==> src/rtl/pwm_key_ctrl.sv <==
// Two-key PWM duty controller: synchronised, debounced inc/dec keys drive a
// press/hold/auto-repeat FSM that steps a saturating duty register.
module pwm_key_ctrl #(
  parameter int WIDTH        = 4,
  parameter int DEBOUNCE     = 4,
  parameter int REPEAT_DELAY = 16,
  parameter int REPEAT_RATE  = 4,
  parameter int INIT_DUTY    = 8
) (
  input  logic             clk,
  input  logic             rst_n,
  input  logic             inc_i,
  input  logic             dec_i,
  output logic             pwm_out_o,
  output logic [WIDTH:0]   duty_o,
  output logic             at_max_o,
  output logic             at_min_o
);

  localparam int DBW  = $clog2(DEBOUNCE + 1);
  localparam int TMAX = (REPEAT_DELAY > REPEAT_RATE) ? REPEAT_DELAY : REPEAT_RATE;
  localparam int TW   = $clog2(TMAX + 1);
  localparam logic [WIDTH:0] DUTY_MAX  = {1'b1, {WIDTH{1'b0}}};
  localparam logic [WIDTH:0] DUTY_INIT = (WIDTH+1)'(INIT_DUTY);

  typedef enum logic [1:0] {S_IDLE, S_HOLD, S_REPEAT, S_LOCK} state_e;

  // Key vectors: bit 0 is inc, bit 1 is dec.
  logic [1:0]          sync1_q, sync2_q;
  logic [1:0]          db_q, db_d, db_prev_q;
  logic [1:0][DBW-1:0] db_cnt_q, db_cnt_d;
  logic [1:0]          rise;
  logic                held;

  state_e              state_q;
  logic [TW-1:0]       timer_q;
  logic                step_q;
  logic                dir_q;

  logic [WIDTH-1:0]    cnt_q, cnt_d;
  logic [WIDTH:0]      pend_q, pend_d;
  logic [WIDTH:0]      active_q, active_d;
  logic                pwm_q, pwm_d;

  always_comb begin
    // NOTE: every output of this block is given a default first, so no path leaves it unassigned and no latch is inferred.
    db_d     = db_q;
    db_cnt_d = db_cnt_q;
    for (int k = 0; k < 2; k++) begin
      if (sync2_q[k] == db_q[k]) begin
        db_cnt_d[k] = '0;
      end else if (db_cnt_q[k] == DBW'(DEBOUNCE - 1)) begin
        db_d[k]     = sync2_q[k];
        db_cnt_d[k] = '0;
      end else begin
        db_cnt_d[k] = db_cnt_q[k] + DBW'(1);
      end
    end
  end

  always_ff @(posedge clk) begin
    // NOTE: non-blocking assignments make every register sample pre-edge values, independent of statement order.
    if (!rst_n) begin
      sync1_q   <= '0;
      sync2_q   <= '0;
      db_q      <= '0;
      db_prev_q <= '0;
      db_cnt_q  <= '0;
    end else begin
      sync1_q   <= {dec_i, inc_i};
      sync2_q   <= sync1_q;
      db_q      <= db_d;
      db_prev_q <= db_q;
      db_cnt_q  <= db_cnt_d;
    end
  end

  assign rise = db_q & ~db_prev_q;
  assign held = dir_q ? db_q[1] : db_q[0];

  // Both keys down is checked ahead of the per-state behaviour so LOCK wins from anywhere.
  always_ff @(posedge clk) begin
    if (!rst_n) begin
      state_q <= S_IDLE;
      timer_q <= '0;
      step_q  <= 1'b0;
      dir_q   <= 1'b0;
    end else begin
      step_q <= 1'b0;
      if (&db_q) begin
        state_q <= S_LOCK;
        timer_q <= '0;
      end else begin
        case (state_q)
          S_IDLE: begin
            if (rise[0] || rise[1]) begin
              step_q  <= 1'b1;
              dir_q   <= ~rise[0];
              timer_q <= TW'(REPEAT_DELAY);
              state_q <= S_HOLD;
            end
          end
          S_HOLD, S_REPEAT: begin
            if (!held) begin
              state_q <= S_IDLE;
              timer_q <= '0;
            end else if (timer_q <= TW'(1)) begin
              step_q  <= 1'b1;
              timer_q <= TW'(REPEAT_RATE);
              state_q <= S_REPEAT;
            end else begin
              timer_q <= timer_q - TW'(1);
            end
          end
          S_LOCK: begin
            if (db_q == 2'b00) state_q <= S_IDLE;
          end
          default: state_q <= S_IDLE;
        endcase
      end
    end
  end

  always_comb begin
    pend_d = pend_q;
    if (step_q) begin
      if (!dir_q && pend_q != DUTY_MAX) pend_d = pend_q + 1'b1;
      else if (dir_q && pend_q != '0)   pend_d = pend_q - 1'b1;
    end
    cnt_d    = cnt_q + 1'b1;
    // Active duty only follows pending duty as the counter wraps, keeping each period intact.
    active_d = (cnt_q == '1) ? pend_q : active_q;
    pwm_d    = ({1'b0, cnt_d} < active_d);
  end

  always_ff @(posedge clk) begin
    if (!rst_n) begin
      cnt_q    <= '0;
      pend_q   <= DUTY_INIT;
      active_q <= DUTY_INIT;
      pwm_q    <= 1'b0;
    end else begin
      cnt_q    <= cnt_d;
      pend_q   <= pend_d;
      active_q <= active_d;
      pwm_q    <= pwm_d;
    end
  end

  assign pwm_out_o = pwm_q;
  assign duty_o    = active_q;
  assign at_max_o  = (pend_q == DUTY_MAX);
  assign at_min_o  = (pend_q == '0);

endmodule

==> config.mk <==
export PLATFORM = sky130hd
export DESIGN_NAME = pwm_key_ctrl
export DESIGN_NICKNAME = d
export VERILOG_FILES = /design/src/rtl/pwm_key_ctrl.sv
export SDC_FILE = /design/constraint.sdc
export NUM_CORES = 1
export LEC_CHECK = 0
export CAP_MARGIN = 20
export CORE_MARGIN = 5
export CORE_UTILIZATION = 50
export CTS_CLUSTER_DIAMETER = 30
export DETAILED_ROUTE_END_ITERATION = 10
export PLACE_DENSITY = 0.78
export SLEW_MARGIN = 20
export SYNTH_ARGS = -nofsm -noshare
export SYNTH_HDL_FRONTEND = slang
export SYNTH_SLANG_ARGS = --single-unit
==> constraint.sdc <==
create_clock -name clk -period 7.4 [get_ports clk]
set_clock_uncertainty 0.1 [all_clocks]
set_input_delay 1.11 -clock clk [delete_from_list [all_inputs] [get_ports clk]]
set_output_delay 1.11 -clock clk [all_outputs]
set_load 0.02 [all_outputs]
==> results.md, run 1 <==
- Status: completed
- Share of cells above drive strength 1: 0.0813
- EDFF count, synth: 0
- Detailed Route WL: between 3 and 4 mm
- Area used by multi-input combinational logic: roughly 1000 µm²
- Peak Freq: 315 MHz
- Final #Nets: 230
- Detailed-route wire length per cell: 12.1 µm
- PD cells: 256 nW/µm²
- Ys flop type: dfxtp_1
- Die height: 70.7 µm
- Reg clk slew, reported paths: roughly 0.070 ns
- CP Class: reg -> out
- Clock Latency Late Sink: 0.29 ns
- First-pass GRT wire length: roughly 5.5 mm
- CTS root buffer: clkbuf_8
- Sequential fraction of the synthesis area: 0.412
- Share of the synthesized area in the top cell type: 0.412
- CTS tree: built
- PostCTS Resize Cnt: 0
- Largest net degree at the start of global routing: 18
- Die ar.: between 5000 and 6000 µm²
- RSZ-0062 raised after global routing: false
- Syn Inst Count: 194
- Gr usage total: 0.140
- Critical Path RT: 6.19 ns
- Io pins: 12
- Hold Fails Final Rpt: 0
- Post-synth cell types: 45
- Initial DRC count: 63
- Worst-Margin Slew: 0.522 ns
- Total power draw: 549 µW
- H-tree Lvls: 2
- Num CTS Buffers: 5
- CP Capture Type: output port
- Crit path time final: 3.18 ns
- Dpl cell area: 2000 µm²
- CP max FO: 5
- Final period util: 0.429
- Layout area overhead: 16.0%
- Clk sink count: 38
- FF+latch count, synth: 38
- Slew Limit Fails: 0
- Hold-fix buffers, CTS: 0
- Die Wd: 70.7 µm
- Initial antenna violation count: 0
- Fin worst setup slack: 4.22 ns
- Post-CTS setup buffer count: 0
- Register Area: 761 µm²
- Ranking of synthesized cells by area: dfxtp_1 41%, ha_1 12%, mux2i_1 5.4%
- Ant. Diodes: 0
- Normalized max-slew margin: 0.651
- Pre-CTS setup slack: 4.25 ns
- Worst vdd ir: ~180 µV
- Min-delay worst type: reg -> reg
- Mean Syn Cell Area: 9.51 µm²
- Startpoint Class: flop
- Drt drc: 0
- Worst EP arrival: 1.97 ns
- MaxCap Viol Count: 0
- Post-synth ARST share: 0
- Syn nets: between 200 and 250
- Final setup vio count: 0
- Final instance area: about 2100 µm²
- LEAKAGE: 0.000922 µW
- Antenna viol nets, final: 0
- Synth Warn #: 0
- Post-DP HPWL: 2.30 mm
- Post-Syn Area: between 1500 and 2000 µm²
- Total global routing overflow: 0
- Layout fillers: between 300 and 400
- Final GP Congestion: 0.804
- Vias per cell: ~5.2
- IO Port Bufs: 11
- Starting Density: 0.511
- Core Area: 3610 µm²
- DRT Pass-1 Iters: 4
- Num rows: 22
- Worst-case clock buffer depth: 2
- Final setup TNS: 0 ns
- Vias in the first global route: 1244
- Vias: 1347
- Cell accounting for the most synthesized area: dfxtp_1
-- power breakdown --
part | leakage (µW) | total [µW] | internal, µW | switching, µW
Clock | 0.0000714 | 214 | 144 | 70.0
Sequential | 0.000309 | 230 | 218 | 12.3
Combinational | 0.000542 | 105 | 44.9 | 60.0
Total | 0.000922 | 549 | 406 | 142
-- sequential cells by signal, indices dropped and copies added, names as in the netlist, 4 cells and up --
| register | flops |
|---|---|
| db_cnt_q | 6 |
| duty_o | 5 |
| pend_q | 5 |
| timer_q | 5 |
| cnt_q | 4 |
-- worst max-delay path: stages, from the launching register on --
cell and delay, ns:
dfxtp_1 0.34, or4_4 0.58, nor2_1 0.14, clkdlybuf4s50_1 0.62
-- cells in the mapped netlist (2+ instances only) --
cell      count
a21o_1        3
a21oi_1       7
and2_1       11
buf_2         2
clkbuf_1      2
dfxtp_1      38
ha_1         17
inv_1        15
mux2_2        2
mux2i_1      10
nand2_1      12
nand2b_1      4
nand3_1       3
nor2_1       23
nor3_1        3
o21ai_0       2
o41ai_1       2
or3_1         4
xnor2_1       5
xor2_1        4
-- metal layers --
layer | vias up | global-route usage | routed length (µm)
met3 | 4 | 0.0483 | 141
li1 | 698 | - | -
met4 | 0 | 0.0564 | 48
met1 | 627 | 0.181 | 1500
met5 | - | 0 | 0
met2 | 18 | 0.213 | 1430
-- final cells by class --
type                       count  area share
timing repair buffer          11      0.0515
clock inverter                 2      0.0281
multi-input combinational    137       0.472
inverter                      15      0.0263
sequential                    38       0.356
clock buffer                   6      0.0386
tap                           48      0.0281
-- cell usage in the layout (no fill, tap or decap), drive strengths merged, types with 2 or more instances in the layout --
cell,instances
a21o,3
a21oi,8
a31oi,2
and2,11
bufinv,2
clkbuf,6
clkdlybuf4s50,11
dfxtp,38
ha,17
inv,15
mux2,2
mux2i,10
nand2,12
nand2b,4
nand3,3
nor2,23
nor3,3
o21ai,4
o41ai,2
or3,4
xnor2,5
xor2,4
-- cell families (layout without fill, tap and decap cells) --
| logic type | count (synthesis) | after routing | synth area share |
|---|---|---|---|
| compound gates | 31 | 31 | 0.132 |
| xor+xnor | 9 | 9 | 0.0427 |
| fa+ha+maj | 18 | 18 | 0.126 |
| buf+inv | 19 | 34 | 0.0400 |
| flops | 38 | 38 | 0.412 |
| mux | 12 | 12 | 0.0665 |
| simple gates | 67 | 67 | 0.180 |
-- final timing paths --
kind                                   from          end  slack (ns)  cells past startpoint
worst min-delay path            db_cnt_q[0]  db_cnt_q[0]        0.33                      1
worst min register to register  db_cnt_q[0]  db_cnt_q[0]        0.33                      1
worst max register to register    pend_q[2]    pend_q[4]        4.62                      8
worst max-delay path              pend_q[2]     at_max_o        4.22                      3
-- per-stage QoR --
stage / util / hold WS, ns / std cells
CTS: 0.593 / 0.327 / 257
global placement: 0.554 / 0.310 / 249
global route: 0.593 / 0.344 / 257
detailed placement: 0.554 / 0.317 / 249
finish: 0.593 / 0.328 / 257
floorplan: - / 0.299 / 194
Power figures use the tool's default switching activity.
==> run 2, diff against run 1 <==
==> constraint.sdc (replaced) <==
create_clock -name clk -period 3.2 [get_ports clk]
set_clock_uncertainty 0.1 [all_clocks]
set_input_delay 0.48 -clock clk [delete_from_list [all_inputs] [get_ports clk]]
set_output_delay 0.48 -clock clk [all_outputs]
set_load 0.02 [all_outputs]
==> run 2 against run 1 <==
  * Design area down 2.5%
  * Utilization shrank 1.5 points
  * Sequential power up 130%
  * Count of clock-buffer cells in the layout stayed put
  * Non-clock buffer count is 1 higher
  * Critical path depth rose by 5
  * Sequential cell count unchanged
  * Cell count fell by 0.39%
  * Clock power increased by 47%
  * Worst setup slack got worse by 3.8 ns
  * Via count fell by 0.45%
  * Global-route usage shrank 0.27 points
  * Critical endpoint is now pend_q[4]
  * Largest power group unchanged
==> results.md, run 2 (synthesis gave the netlist of run 1 again) <==
- Fin worst setup slack: ~0.45 ns
- Crit path time final: 2.75 ns
- Detailed Route WL: 3.06 mm
- Die height: 70.7 µm
- Detailed-route wire length per cell: about 12 µm
- CP peak stage delay: 0.58 ns
- Final #Nets: 231
- Largest register FFs: 6
- Initial antenna violation count: 0
- CP Class: reg -> reg
- Die Wd: around 70 µm
- Vias: 1341
- Die ar.: 5000 µm²
- Min-delay worst type: reg -> reg
- Post-CTS setup buffer count: 0
- Initial DRC count: 59
- CTS tree: built
- First-pass GRT wire length: 5.59 mm
- Ant. Diodes: 0
- Layout fillers: 301
- Dpl cell area: 2000 µm²
- Pre-CTS setup slack: 0.444 ns
- Final setup TNS: 0 ns
- Slew Limit Fails: 0
- LEAKAGE: 0.000899 µW
- HP Start: db_cnt_q[3]
- Num rows: 22
- Reg2reg path depth: 8
- Reg clk slew, reported paths: ~0.070 ns
- Critical Path RT: 3.29 ns
- Starting Density: 0.511
- RSZ-0062 raised after global routing: false
- Io pins: 12
- CTS root buffer: clkbuf_8
- Hold-fix buffers, CTS: 0
- Top Metal Used: met4
- Peak Freq: 363 MHz
- Total power draw: 1090 µW
- PD cells: 520 nW/µm²
- Largest Register: db_cnt_q
- Startpoint Class: flop
- Total global routing overflow: 0
- IO Port Bufs: 11
- Internal reg-to-reg setup slack: approximately 0.45 ns
- Commonest non-fill, non-tap cells in the layout: 38 x dfxtp_1, 23 x nor2_1, 17 x ha_1
- Worst hold margin: 0.321 ns
- H-tree Lvls: 2
- Clk sink count: 38
- Final instance area: 2090 µm²
- Layout area overhead: 13.2%
- DRT Pass-1 Iters: 5
- Slowest stage cell, crit path: or4_4
- Vias per cell: around 5.2
- Met3 routed WL: 104 µm
- Area used by multi-input combinational logic: between 1000 and 1500 µm²
- Num CTS Buffers: 5
- MaxCap Viol Count: 0
- RR Startpoint: pend_q[2]
- R2R Path End: pend_q[4]
- Worst EP arrival: between 2 and 3 ns
- WP buf/inv: 0
- Worst vdd ir: 312 µV
- Drt drc: 0
- Worst-Margin Slew: approximately 0.49 ns
- PostCTS Resize Cnt: 0
- Post-DP HPWL: around 2.2 mm
- Hold Path Sink: db_cnt_q[3]
- Largest net degree at the start of global routing: 18
- CP Capture Type: flop
- Share of cells above drive strength 1: 0.0769
- Vias in the first global route: 1327
- Final period util: 0.860
- Clock Latency Late Sink: ~0.28 ns
- Core Area: 3610 µm²
- Cell Chain, Critical Path: or4_4 > nor2_1 > or2_2 > ha_1 > a21o_1 > a21oi_4 > mux2_2 > a2111oi_2
- Worst-case clock buffer depth: 2
- Register Area: roughly 760 µm²
- DR WL met2: between 1 and 1.5 mm
- Gr usage total: 0.137
- Normalized max-slew margin: 0.671
- CP max FO: 5
- Hold Fails Final Rpt: 0
- Min-Delay Path Depth: 1
- Antenna viol nets, final: 0
- Delay-heaviest family, CP: simple AND/OR/NAND/NOR gates
- Final GP Congestion: 0.782
- Status: completed
- Most common cell after layout, fill and taps aside: dfxtp_1
- Final setup vio count: 0
- Metal1 wirelength: about 1.6 mm
-- run 2: changes by cell type in the layout (fill, tap and decap cells not counted), sizes merged --
| cell | before | now |
|---|---|---|
| bufinv | 2 | 0 |
| buf | 0 | 1 |
-- run 2: cell type report --
| type | count | area share |
|---|---|---|
| multi-input cells | 137 | 0.484 |
| inverters | 15 | 0.0270 |
| well taps | 48 | 0.0288 |
| flip-flops and latches | 38 | 0.365 |
| clock buffers | 6 | 0.0396 |
| repair buffers | 12 | 0.0564 |
-- run 2: report_power, final --
part | switching [µW] | leakage, µW | internal, µW | total [µW]
clock network | 149 | 0.0000431 | 166 | 315
registers | 29.4 | 0.000309 | 504 | 533
logic | 133 | 0.000547 | 104 | 238
total | 312 | 0.000899 | 774 | 1090
-- run 2: worst max-delay path by stage --
stage          depth (start not counted)  slack [ns]       from        end
2_1_floorplan                          8        0.28  pend_q[2]  pend_q[4]
3_3_place_gp                           8        0.50  pend_q[2]  pend_q[4]
3_5_place_dp                           8        0.44  pend_q[2]  pend_q[4]
4_1_cts                                8        0.43  pend_q[2]  pend_q[4]
5_1_grt                                8        0.25  pend_q[0]  pend_q[4]
6_report                               8        0.45  pend_q[2]  pend_q[4]
-- run 2: routing by layer --
layer	global-route usage	vias up
met4	0.0564	0
met5	0	-
met1	0.172	616
li1	-	697
met2	0.220	21
met3	0.0398	7
-- run 2: stage by stage --
step | cells | util
2_1_floorplan | 194 | -
3_3_place_gp | 250 | 0.556
3_5_place_dp | 250 | 0.556
4_1_cts | 256 | 0.579
5_1_grt | 256 | 0.579
6_report | 256 | 0.579
